===== src/rtl/mem_port_arbiter.sv =====
// Purpose: arbitrates the fetch and data ports onto one split addr/data SRAM-style bus, with one transaction outstanding.
// Latency: a request seen in IDLE drives req on the next cycle; addr_ok and data_ok are forwarded to the owner combinationally.
// Backpressure: the owner stalls on its addr_ok/data_ok, and the other port is not sampled until the bus is back in IDLE.
module mem_port_arbiter #(
   parameter int STARVE_LIMIT = 4
) (
   input  logic        clk,
   input  logic        resetn,
   input  logic        inst_req,
   input  logic [31:0] inst_addr,
   output logic        inst_addr_ok,
   output logic        inst_data_ok,
   output logic [31:0] inst_rdata,
   input  logic        data_req,
   input  logic        data_wr,
   input  logic [1:0]  data_size,
   input  logic [31:0] data_addr,
   input  logic [31:0] data_wdata,
   output logic        data_addr_ok,
   output logic        data_data_ok,
   output logic [31:0] data_rdata,
   output logic        req,
   output logic        wr,
   output logic [1:0]  size,
   output logic [31:0] addr,
   output logic [31:0] wdata,
   input  logic        addr_ok,
   input  logic        data_ok,
   input  logic [31:0] rdata,
   output logic        busy
);

   localparam int SW = $clog2(STARVE_LIMIT + 1);

   typedef enum logic [1:0] {IDLE, ADDR, WAIT} state_t;

   typedef struct packed {
      logic        wr;
      logic [1:0]  size;
      logic [31:0] addr;
      logic [31:0] wdata;
   } mem_req_t;

   state_t         state_q, state_d;
   logic           owner_q;
   logic [SW-1:0]  streak_q;
   mem_req_t       ds_q;
   logic           inst_wins;
   logic           grant_inst;
   logic           grant_data;
   logic           addr_hit;
   logic           done;

   // Data normally wins; a waiting fetch takes over once the data streak hits the limit.
   always_comb begin
      inst_wins  = inst_req && (!data_req || (streak_q == SW'(STARVE_LIMIT)));
      grant_inst = (state_q == IDLE) && inst_wins;
      grant_data = (state_q == IDLE) && data_req && !inst_wins;
   end

   always_ff @(posedge clk or negedge resetn) begin
      if (!resetn) begin
         state_q <= IDLE;
      end else begin
         state_q <= state_d;
      end
   end

   always_comb begin
      state_d = state_q;
      unique case (state_q)
         IDLE:    if (inst_req || data_req) state_d = ADDR;
         ADDR:    if (addr_ok) state_d = data_ok ? IDLE : WAIT;
         WAIT:    if (data_ok) state_d = IDLE;
         default: state_d = IDLE;
      endcase
   end

   always_comb begin
      addr_hit     = (state_q == ADDR) && addr_ok;
      done         = (addr_hit && data_ok) || ((state_q == WAIT) && data_ok);
      req          = (state_q == ADDR);
      busy         = (state_q != IDLE);
      inst_addr_ok = addr_hit && !owner_q;
      data_addr_ok = addr_hit && owner_q;
      inst_data_ok = done && !owner_q;
      data_data_ok = done && owner_q;
   end

   // Request fields are captured at grant so the bus stays stable while the port moves on.
   always_ff @(posedge clk or negedge resetn) begin
      if (!resetn) begin
         owner_q  <= 1'b0;
         streak_q <= '0;
         ds_q     <= '0;
      end else if (grant_inst) begin
         owner_q  <= 1'b0;
         streak_q <= '0;
         ds_q     <= '{wr: 1'b0, size: 2'd2, addr: inst_addr, wdata: 32'd0};
      end else if (grant_data) begin
         owner_q <= 1'b1;
         ds_q    <= '{wr: data_wr, size: data_size, addr: data_addr, wdata: data_wdata};
         if (inst_req && (streak_q != SW'(STARVE_LIMIT))) begin
            streak_q <= streak_q + SW'(1);
         end
      end
   end

   assign wr         = ds_q.wr;
   assign size       = ds_q.size;
   assign addr       = ds_q.addr;
   assign wdata      = ds_q.wdata;
   assign inst_rdata = rdata;
   assign data_rdata = rdata;

endmodule


===== config.mk =====
export PLATFORM = sky130hd
export DESIGN_NAME = mem_port_arbiter
export DESIGN_NICKNAME = d
export VERILOG_FILES = /design/src/rtl/mem_port_arbiter.sv
export SDC_FILE = /design/constraint.sdc
export NUM_CORES = 1
export LEC_CHECK = 0
export CAP_MARGIN = 20
export CORE_AREA = 4 4 115 117
export DETAILED_ROUTE_END_ITERATION = 7
export DIE_AREA = 0 0 119 121
export GPL_ROUTABILITY_DRIVEN = 0
export PLACE_DENSITY = 0.81
export SYNTH_ARGS = -nofsm -noshare
export SYNTH_HDL_FRONTEND = slang
export SYNTH_SLANG_ARGS = --single-unit

===== constraint.sdc =====
create_clock -name clk -period 1.6 [get_ports clk]
set_input_delay 0.16 -clock clk [delete_from_list [all_inputs] [get_ports clk]]
set_output_delay 0.16 -clock clk [all_outputs]
set_load 0.01 [all_outputs]

# Word level (Yosys, flattened, before mapping)
# Index checks and enable logic that the tools add are counted.
# Widths: inputs -> output; s select.
[totals]
regBits = 73
latchBits = 0
ramBits = 0
rom_bits = 0
inputBits = 137
output_inout_bits = 137
mem_count = 0
[op_classes]
n_addsub = 1
n_mul = 0
div_mod_pow = 0
order_cmp = 0
eq_ne = 7
shift = 0
muxes = 12
bitwise_logic = 0
reduce_logical = 24
[ops]
columns = ["operator", "n"]
rows = [
  ["$mux 67", 2],
  ["$logic_and 1x1->1", 12],
  ["$mux 3", 3],
  ["$mux 2", 4],
  ["$pmux 2 s3", 1],
  ["$reduce_bool 2->1", 3],
  ["$ne 2x1->1 const B", 2],
  ["$add 3x1->3 const B", 1],
  ["$eq 3x3->1 const B", 1],
  ["$logic_not 1->1", 3],
  ["$logic_or 1x1->1", 3],
  ["$ne 3x3->1 const B", 1],
  ["$reduce_and 3->1", 1],
  ["$eq 2x1->1 const B", 1],
  ["$eq 2x2->1 const B", 1],
  ["$logic_not 2->1", 1],
  ["$mux 1", 2],
  ["$ne 2x2->1 const B", 1],
  ["$reduce_and 2->1", 1],
]

# Longest topological paths before layout
# Gate-level depths: netlist (run 1).
[logic_depth]
depth_word = 7
mapped_depth = 7
mapped_depth_nobuf = 5

# Least setup slack after synthesis (run 1)
# No wires, ideal clock.
[synth_path]
path_type = "reg2reg"
start = "register streak_q[0]"
end = "register ds_q (netlist bit addr[12])"
setup_time_ns = 0.082
arrival_ns = 1.436
required_ns = 1.518
path_slack_ns = 0.083
path_stages_with_launch = 8
path_buffers = 2
path_cell_list = "dfrtp_1 inv_1 ha_1 a21bo_2 clkbuf_1 clkbuf_1 nand3_1 a31oi_1"
[synth_via]
elab_chain_len = 6
word_cells_on_any_way = 8
[synth_rtl]
columns = ["element", "line", "source"]
rows = [
  ["start, declared", "46", "logic [SW-1:0] streak_q;"],
  ["start signal, assigned", "104", "streak_q <= streak_q + SW'(1);"],
  ["$eq 3x3->1 *", "56", "inst_wins = inst_req && (!data_req || (streak_q == SW'(STARVE_LIMIT)));"],
  ["$logic_or 1x1->1 *", "56", ""],
  ["$logic_and 1x1->1 *", "56", ""],
  ["$logic_not 1->1", "58", "grant_data = (state_q == IDLE) && data_req && !inst_wins;"],
  ["$logic_and 1x1->1", "58", ""],
  ["$reduce_bool 2->1 (no source line)", "n/a", ""],
  ["end signal, assigned", "99", "ds_q <= '{wr: 1'b0, size: 2'd2, addr: inst_addr, wdata: 32'd0};"],
  ["end signal, assigned", "102", "ds_q <= '{wr: data_wr, size: data_size, addr: data_addr, wdata: data_wdata};"],
  ["end, declared", "47", "mem_req_t ds_q;"],
]
# Every way passes the cells marked *; elsewhere a longest branch is shown, timed or not.
# A chain may end at the register's enable or synchronous reset.

# Worst setup path in the final report (run 1)
[layout_path]
start = "register state_q[1]"
end = "output port data_data_ok"
[layout_via]
elab_chain_len = 5
word_cells_on_any_way = 7
[layout_rtl]
columns = ["element", "line", "source"]
rows = [
  ["start, declared", "44", "state_t state_q, state_d;"],
  ["start signal, assigned", "65", "state_q <= state_d;"],
  ["$eq 2x1->1", "80", "addr_hit = (state_q == ADDR) && addr_ok;"],
  ["$logic_and 1x1->1", "80", ""],
  ["$logic_and 1x1->1", "81", "done = (addr_hit && data_ok) || ((state_q == WAIT) && data_ok);"],
  ["$logic_or 1x1->1 *", "81", ""],
  ["$logic_and 1x1->1 *", "87", "data_data_ok = done && owner_q;"],
  ["end, declared", "20", "output logic data_data_ok,"],
]
# Marks and branches as above.

==> metrics.yaml, run 1 <==
status:
  status: "complete, no violations"
cts:
  clkTransAtPathRegs_ps: 60
  numCtsBuffers: 9
  clk_latency_ps: 330
  h-tree-depth: 3
  cts_tree: "yes"
  clock-root-buffer: "clkbuf_16"
  clock-sinks: 73
  clk_path_buf_depth: 2
cells_and_area:
  nFillCells: 1136
  final_cells: 700
  syn_to_final_growth_pct: 52.3
  diodes: 0
  post-route-util_pct: 47.6
  fin_area_um2: 5890
  layout.nets: 662
  drive_gt1_share_pct: 11.9
power_and_ir_drop:
  p_sw_share_pct: 34.4
  seqPwrFrac_pct: 30.4
  peakVddDrop_v: 0.000625
  internal_power_mw: 7.05
  power_frac_comb_pct: 49.0
  p_switching_mw: 3.70
  p_per_area_nw_per_um2: 1830
  clockPowerShare_pct: 20.6
  p_leak_nw: 2.28
setup_path:
  criticalPathCategory: "flip-flop to output port"
  crit_arrival_ps: 1410
  crit_path_max_incr_delay_ps: 410
  worstPathMaxFanout: 4
  critical_path.cell_chain: "nand2b_4, inv_4, nand2_4, a211oi_2, buf_2"
  start_kind: "flip-flop"
  required_ps: 1440
  cp_slowest_cell: "dfrtp_1"
  r2r-start: "state_q[0]$_DFFE_PN0P_"
  reg2reg_depth: 4
  crit_path_start: "state_q[1]$_DFFE_PN0P_"
  rrSetupSlack_ps: 90
  r2r-end: "addr[6]$_DFFE_PN0P_"
  critPathCapture: "data_data_ok"
  cp-end-kind: "output port"
global_routing:
  grt-ovfl-total: 0
  grt_max_degree: 39
  grt_util_all_layers_pct: 15.4
  antenna_found_initial: 0
  grt_pass1_wl_um: 17900
  first_global_vias: 3600
logic_synthesis:
  ys_warn_count: 0
  syn_avg_cell_area_um2: 9.42
  muxShareOfSynthArea_pct: 0
  synth_fa_ha_area_share_pct: 0.648
  synth_compound_area_share_pct: 23.4
  synth_xor_area_share_pct: 0
  syn_area_um2: 3860
  synth_top_family_by_area: "compound AO/OA/AOI/OAI gates"
  postSynthCellCount: 410
  synth_edf_count: 0
  synth_top_flop_cell: "dfrtp_1"
  async_reset_ff_share_pct: 100
  synth_fp_nets: 549
  synth_simple_gate_area_share_pct: 10.9
  ys_seq_area_share_pct: 47.3
  ys_ff_latch: 73
  synth.distinct_cells: 24
floorplanning:
  dieArea_um2: 14400
  io_pins: 274
  rows: 41
  dieHeight_um: 121
  core-area_um2: 12400
  die_x_um: 119
  start_util_pct: 31.3
placement:
  portBuffers: 177
  placed_area_um2: 5480
  dp_cells: 681
  dp_hpwl_um: 8390
route:
  wl_per_cell_um: 16.2
  ant_nets: 0
  viasPerCell: 5.02
  vias: 3511
  drc: 0
  wl_um: 11300
  drt_iter0_markers: 137
  dr.pass1.iters: 6
timing:
  worst_slew_pin_slew_ps: 472
  setup_violations: 0
  finClkSkew_ps: 11.1
  whs_ps: 320
  drv_slew: 0
  post-route-min-period_ps: 1570
  period_share_pct: 98.0
  fmaxAchievable_ghz: 0.638
  finalHoldViolations: 0
  maxSlewHeadroom_pct: 68.5
  rsz0062_at_grt: "yes"
min_path:
  hold_path_class: "primary input to output port"
  hp-start: "rdata[0]"
flow_run:
  cap_violations: 0
-- critical path: cells and delay by family, from the launching register on --
kind / cells / cell delay [ps]
AO/OA/AOI/OAI: 1 / 220
flip-flops: 1 / 410
buffers and inverters: 2 / 230
AND/OR/NAND/NOR: 2 / 220
-- cell usage in the layout, fill, tap and decap left out, types with 2 or more instances in the layout --
cell type        count
clkbuf_8             3
nor2_4               2
buf_4               18
buf_6                2
a211oi_2             2
clkdlybuf4s50_1    170
bufinv_16            2
a31oi_1             32
dfrtp_1             72
buf_12               8
ha_1                 2
inv_1                6
nand3_1             68
dlygate4sd2_1        2
o2bb2ai_1           34
clkbuf_16            9
a21oi_1             38
o21ai_0             35
buf_2                4
-- synth_stat cells (2+ instances only) --
master     instances  area, µm²
clkbuf_1          19       71.3
a211oi_1           2       15.0
a31oi_1           32        200
nand3_1           68        340
dfrtp_1           73       1830
nand2b_1           2       12.5
o2bb2ai_1         34        298
o21ai_0           36        180
buf_2             16       80.1
ha_1               2       25.0
nand2_1            2       7.51
nor2_1             3       11.3
buf_4             67        503
inv_1              7       26.3
a21oi_1           38        190
-- metal layers --
| metal | track usage, % | share of wire [%] |
|---|---|---|
| met3 | 6.06 | 10 |
| met4 | 5.50 | 1.7 |
| met5 | 0 | 0 |
| met2 | 26.6 | 49 |
| met1 | 17.3 | 39 |
-- cell type report --
| cell class | count | area [µm²] | area share, % |
|---|---|---|---|
| clock inverters | 4 | 73.8 | 1.25 |
| well taps | 172 | 215 | 3.66 |
| repair buffers | 205 | 2070 | 35.1 |
| flip-flops and latches | 73 | 1830 | 31.1 |
| clock buffers | 12 | 267 | 4.53 |
| multi-input cells | 227 | 1410 | 23.9 |
| inverters | 7 | 28.8 | 0.489 |
-- sequential cells by signal, summed over array words and instances, names as in the netlist --
register  flops
addr         32
wdata        32
streak_q      3
size          2
state_q       2
owner_q       1
wr            1
-- worst min path at each step --
stage	slack (ps)	cells past startpoint	endpoint
finish	320	0	data_rdata[0]
global placement	140	1	wdata[20]$_DFFE_PN0P_
floorplan	-140	0	addr[0]$_DFFE_PN0P_
global route	320	0	data_rdata[3]
detailed placement	150	1	wdata[20]$_DFFE_PN0P_
CTS	320	0	data_rdata[22]
-- power by group through the flow --
stage | Combinational (mW) | Clock [mW] | Sequential, mW
floorplan | 2.09 | 0 | 3.60
global placement | 5.07 | 0 | 3.23
detailed placement | 5.20 | 0 | 3.27
CTS | 5.23 | 2.29 | 3.27
global route | 5.72 | 2.36 | 3.39
finish | 5.26 | 2.22 | 3.27
-- cell families after synthesis --
| family | after synthesis |
|---|---|
| compound gates | 144 |
| fa+ha+maj | 2 |
| buf+inv | 110 |
| flops | 73 |
| simple gates | 81 |
-- what timing repair did --
| item | in CTS | in global routing |
|---|---|---|
| endpoints found under the hold margin | 37 | 0 |
| gates resized for setup | 24 | 13 |
| setup endpoints to repair | 8 | 51 |
| hold buffers | 1 | 0 |
| setup buffers | 1 | 1 |
| pin swaps | 1 | 3 |
-- per-stage QoR --
step                total power [mW]  TNS (ps)  setup slack, ps
floorplan                       5.69         0             82.6
global placement                8.30     -7050             -139
detailed placement              8.46     -9600             -181
CTS                             10.8         0             1.61
global route                    11.5     -65.1            -42.0
finish                          10.8         0             32.7
(Power assumes the default switching activity.)
==> run 2, diff against run 1 <==
CAP_MARGIN = default   (was 20)
GPL_TIMING_DRIVEN = 0   (was default)
SKIP_CTS_REPAIR_TIMING = 1   (was default)
==> run 2 against run 1 <==
The run now ends with hold timing, setup timing left. Fmax fell by 4.2%. Non-clock buffer count rose by 161. Cell count rose by 23%. Total power rose by 8.8%. Hold slack got worse by 370 ps. Critical path depth rose by 1. Setup slack got worse by 68 ps. Cell area rose by 23%. Sequential power barely moved. Clock skew fell by 2.5 ps. Wire length rose by 26%. Utilization rose by 11 points. Critical path type unchanged.
==> metrics.yaml, run 2 (synthesized netlist as in run 1, its figures left out) <==
cells_and_area:
  final_cells: 862  # +23%
  syn_to_final_growth_pct: 87.9
  final_cell_mix: "clkdlybuf4s50_1 (234), buf_4 (89), dfrtp_1 (71)"
  mostFrequentLayoutCell: "clkdlybuf4s50_1"
  layout.nets: 824  # +24%
  diodes: 0  # unchanged
  drive_gt1_share_pct: 25.5  # +14 points
  post-route-util_pct: 58.7  # +11 points
route:
  ant_nets: 0  # unchanged
  drc: 0  # unchanged
  wl_per_cell_um: 16.5  # +2.2%
  wl_um: 14200  # +26%
  viasPerCell: 4.92  # -1.9%
  drt_iter0_markers: 273  # +99%
  dr.pass1.iters: 5  # -1
  vias: 4241  # +21%
setup_path:
  start_kind: "flip-flop"
  path_depth: 6  # +1
  r2r-end: "wdata[13]$_DFFE_PN0P_"
  criticalPathCategory: "flip-flop to output port"
  worstPathMaxFanout: 5  # +1
  critPathBufInv: 3  # +1
  cp_top_family: "flip-flops"
  cp_slowest_cell: "dfrtp_2"
  crit_path_max_incr_delay_ps: 420  # about the same
  r2r-start: "state_q[1]$_DFFE_PN0P_"
  crit_arrival_ps: 1480  # +70 ps
  reg2reg_depth: 6  # +2
  cp-end-kind: "output port"
  required_ps: 1440  # about the same
  rrSetupSlack_ps: -40  # -130 ps
  critical_path.cell_chain: "buf_6, nand2b_4, inv_4, nand2_4, a211oi_2, buf_2"
timing:
  fmaxAchievable_ghz: 0.612  # -4.2%
  finalHoldViolations: 36  # +36
  whs_ps: -52.4  # -372 ps
  post-route-min-period_ps: 1640  # +68.0 ps
  setup_violations: 14  # +14
  period_share_pct: 102  # +4.3 points
  worst_slack_ps: -35.3  # -68.0 ps
  drv_slew: 0  # unchanged
  maxSlewHeadroom_pct: 37.7  # -31 points
  rsz0062_at_grt: "yes"
  finClkSkew_ps: 8.56  # -2.54 ps
  worst_slew_pin_slew_ps: 934  # +462 ps
placement:
  dp_hpwl_um: 10800  # +29%
  dp_cells: 823  # +21%
  dp_slack_ps: -732  # -551 ps
  portBuffers: 241  # +36%
cts:
  numCtsBuffers: 9  # unchanged
  clock-sinks: 73  # unchanged
  clkTransAtPathRegs_ps: 60  # about the same
  h-tree-depth: 3  # unchanged
  clk_path_buf_depth: 2  # unchanged
  cts_tree: "yes"
  clock-root-buffer: "clkbuf_16"
  clk_latency_ps: 330  # about the same
floorplanning:
  start_util_pct: 31.3  # unchanged
  dieArea_um2: 14400  # unchanged
  core-area_um2: 12400  # unchanged
  dieHeight_um: 121  # unchanged
  die_x_um: 119  # unchanged
  rows: 41  # unchanged
  io_pins: 274  # unchanged
global_routing:
  antenna_found_initial: 0  # unchanged
  first_global_vias: 4318  # +20%
  grt_util_all_layers_pct: 18.3  # +2.8 points
  grt_max_degree: 74  # +90%
  grt-ovfl-total: 0  # unchanged
  grt_pass1_wl_um: 21400  # +20%
status:
  violations: "hold timing, setup timing"
  status: "complete, but fails checks"
flow_run:
  cap_violations: 0  # unchanged
power_and_ir_drop:
  p_leak_nw: 3.01  # +32%
  peakVddDrop_v: 0.000777  # +24%
  p_per_area_nw_per_um2: 1610  # -12%
  fin_total_pwr_mw: 11.7  # +8.8%
min_path:
  hold_path_class: "primary input to asynchronous set/reset pin"
## run 2: layer usage
layer	part of all wire, %	global-route usage, %
met1	41	22.1
met2	49	30.8
met3	8.7	5.92
met4	1.4	5.87
met5	0	0
## run 2: per-stage QoR
| step | cell area (µm²) | setup TNS [ps] |
|---|---|---|
| floorplan | 3860 | 0 |
| global placement | 6490 | -172970 |
| detailed placement | 6490 | -26670 |
| CTS | 6830 | -27140 |
| global route | 7260 | -1170 |
| finish | 7260 | -307 |
## run 2: worst max path at each step
| stage | end | start |
|---|---|---|
| final | data_data_ok | state_q[1]$_DFFE_PN0P_ |
| after CTS | busy | state_q[0]$_DFFE_PN0P_ |
| after detailed placement | busy | state_q[0]$_DFFE_PN0P_ |
| after global placement | addr[13]$_DFFE_PN0P_ | resetn |
| after global routing | data_data_ok | state_q[1]$_DFFE_PN0P_ |
| after floorplan | addr[12]$_DFFE_PN0P_ | streak_q[0]$_DFFE_PN0P_ |
## run 2: area by class of cell
type	instances	area, µm²
Fill cell	1033	5100
Timing Repair Buffer	264	2580
Sequential cell	73	1830
Multi-Input combinational cell	228	1500
Buffer	102	762
Clock buffer	11	243
Tap cell	172	215
Clock inverter	5	103
Inverter	7	28.8
## run 2: where the power goes
group          internal, mW  switching, mW  leakage [nW]
Combinational          3.26           2.81          1.98
Clock                  1.56          0.776         0.166
Sequential             2.74          0.545         0.862
Total                  7.57           4.14          3.01
==> run 3, diff against run 2 <==
GPL_TIMING_DRIVEN = default   (was 0)
==> run 3 against run 2 <==
The run now ends clean. Highest routed layer unchanged. Utilization decreased by 11 points. Flip-flop and latch count unchanged. Clock-buffer cell count increased by 1. Critical endpoint is now addr[30]$_DFFE_PN0P_. Cell count decreased by 19%. Clock power decreased by 5%. Clock skew increased by 2.5 ps. Critical path depth decreased by 1. Register-to-register slack improved by 70 ps. Global-route usage decreased by 3.0 points. Via count decreased by 16%. Sequential share of layout area increased by 5.5 points.
==> metrics.yaml, run 3 (synthesized netlist as in run 1, its figures left out) <==
flow_run:
  cap_violations: 0  # unchanged
route:
  drc: 0  # unchanged
  viasPerCell: 5.05  # +2.6%
  drt_iter0_markers: 132  # -52%
  wl_um: 11600  # -19%
  vias: 3542  # -16%
  dr.pass1.iters: 4  # -1
  ant_nets: 0  # unchanged
  wl_per_cell_um: 16.5  # -0.19%
timing:
  fmaxAchievable_ghz: 0.637  # +4.2%
  rsz0062_at_grt: "yes"
  setup_tns_ps: 0  # +307 ps
  drv_slew: 0  # unchanged
  finClkSkew_ps: 11.0  # +2.47 ps
  worst_slack_ps: 30.4  # +65.7 ps
  setup_violations: 0  # -14
  whs_ps: 320  # +372 ps
  post-route-min-period_ps: 1570  # -65.7 ps
  finalHoldViolations: 0  # -100%
  maxSlewHeadroom_pct: 68.5  # +31 points
  worst_slew_pin_slew_ps: 472  # -462 ps
  period_share_pct: 98.1  # -4.1 points
cts:
  numCtsBuffers: 9  # unchanged
  clkTransAtPathRegs_ps: 60  # about the same
  clk_path_buf_depth: 2  # unchanged
  clock-root-buffer: "clkbuf_16"
  h-tree-depth: 3  # unchanged
  clk_latency_ps: 330  # about the same
  clock-sinks: 73  # unchanged
  cts_tree: "yes"
cells_and_area:
  syn_to_final_growth_pct: 54.0
  mostFrequentLayoutCell: "clkdlybuf4s50_1"
  fin_area_um2: 5950  # -18%
  post-route-util_pct: 48.1  # -11 points
  diodes: 0  # unchanged
  final_cell_mix: "clkdlybuf4s50_1 (170), dfrtp_1 (73), nand3_1 (68)"
  drive_gt1_share_pct: 12.6  # -13 points
  layout.nets: 664  # -19%
  final_cells: 702  # -19%
global_routing:
  globalRoute.busiestLayer: "met2"
  grt-ovfl-total: 0  # unchanged
  antenna_found_initial: 0  # unchanged
  grt_use_met2_pct: 26.4  # -4.5 points
  grt_pass1_wl_um: 17700  # -17%
  met1_usage_pct: 16.8  # -5.2 points
  grt_max_degree: 39  # -47%
  grt_util_all_layers_pct: 15.3  # -3.0 points
  use_met3_pct: 6.25  # +0.33 points
  first_global_vias: 3578  # -17%
setup_path:
  required_ps: 1800  # +360 ps
  r2r-start: "state_q[1]$_DFFE_PN0P_"
  cp-end-kind: "flip-flop"
  criticalPathCategory: "flip-flop to flip-flop"
  crit_arrival_ps: 1770  # +290 ps
  reg2reg_depth: 5  # -1
  r2r-end: "addr[30]$_DFFE_PN0P_"
  worstPathMaxFanout: 32  # +27
  rrSetupSlack_ps: 30  # +70 ps
  start_kind: "flip-flop"
floorplanning:
  dieHeight_um: 121  # unchanged
  rows: 41  # unchanged
  io_pins: 274  # unchanged
  start_util_pct: 31.3  # unchanged
  dieArea_um2: 14400  # unchanged
  core-area_um2: 12400  # unchanged
  die_x_um: 119  # unchanged
power_and_ir_drop:
  p_leak_nw: 2.32  # -23%
  peakVddDrop_v: 0.000638  # -18%
  p_per_area_nw_per_um2: 1840  # +14%
  fin_total_pwr_mw: 10.9  # -6.4%
placement:
  placed_area_um2: 5480  # -16%
  dp_slack_ps: -181  # +551 ps
  dp_cells: 681  # -17%
  portBuffers: 177  # -27%
  dp_hpwl_um: 8390  # -23%
status:
  status: "complete, no violations"
min_path:
  hp-start: "rdata[0]"
  hold_path_class: "primary input to output port"
  hold_path_depth: 0
  hold_end: "data_rdata[0]"
==> run 3: cell count changes in the layout (fill, tap and decap cells not counted), moves of 9 or more <==
| cell | change |
|---|---|
| o21ai_1 | -10 |
| o21ai_0 | +20 |
| clkdlybuf4s50_1 | -64 |
| buf_4 | -72 |
| o21ai_2 | -10 |
| clkbuf_4 | -9 |
==> run 3: routing by layer <==
layer  part of all wire (%)  vias up
li1                       -     1649
met1                     38     1679
met2                     49      189
met3                     10       25
met4                    1.9        0
met5                      0        -
==> run 3: cell type report <==
cell class	count	area (µm²)
Clock inverter	4	73.8
Sequential cell	73	1830
Multi-Input combinational cell	227	1420
Fill cell	1128	6410
Tap cell	172	215
Clock buffer	12	267
Inverter	7	28.8
Timing Repair Buffer	207	2120
==> run 3: worst max path at each step <==
stage / startpoint / end / slack [ps] / cells past startpoint
after floorplan: streak_q[0]$_DFFE_PN0P_ / addr[12]$_DFFE_PN0P_ / 80 / 7
after global placement: inst_req / addr[4]$_DFFE_PN0P_ / -140 / 5
after detailed placement: inst_req / addr[30]$_DFFE_PN0P_ / -180 / 5
after CTS: state_q[1]$_DFFE_PN0P_ / data_data_ok / -500 / 5
after global routing: state_q[1]$_DFFE_PN0P_ / inst_data_ok / -40 / 5
final: state_q[1]$_DFFE_PN0P_ / addr[30]$_DFFE_PN0P_ / 30 / 5
==> run 3: power by group <==
group          switching, mW  internal [mW]  leakage, nW
Clock                  0.729           1.49        0.169
Sequential             0.541           2.74        0.864
Combinational           2.51           2.94         1.29
==> run 3: critical path, stage by stage, from the launching register on <==
cell and delay [ps]:
dfrtp_1 400, buf_4 140, or3b_4 410, buf_12 180
o21ai_0 200, a31oi_1 100
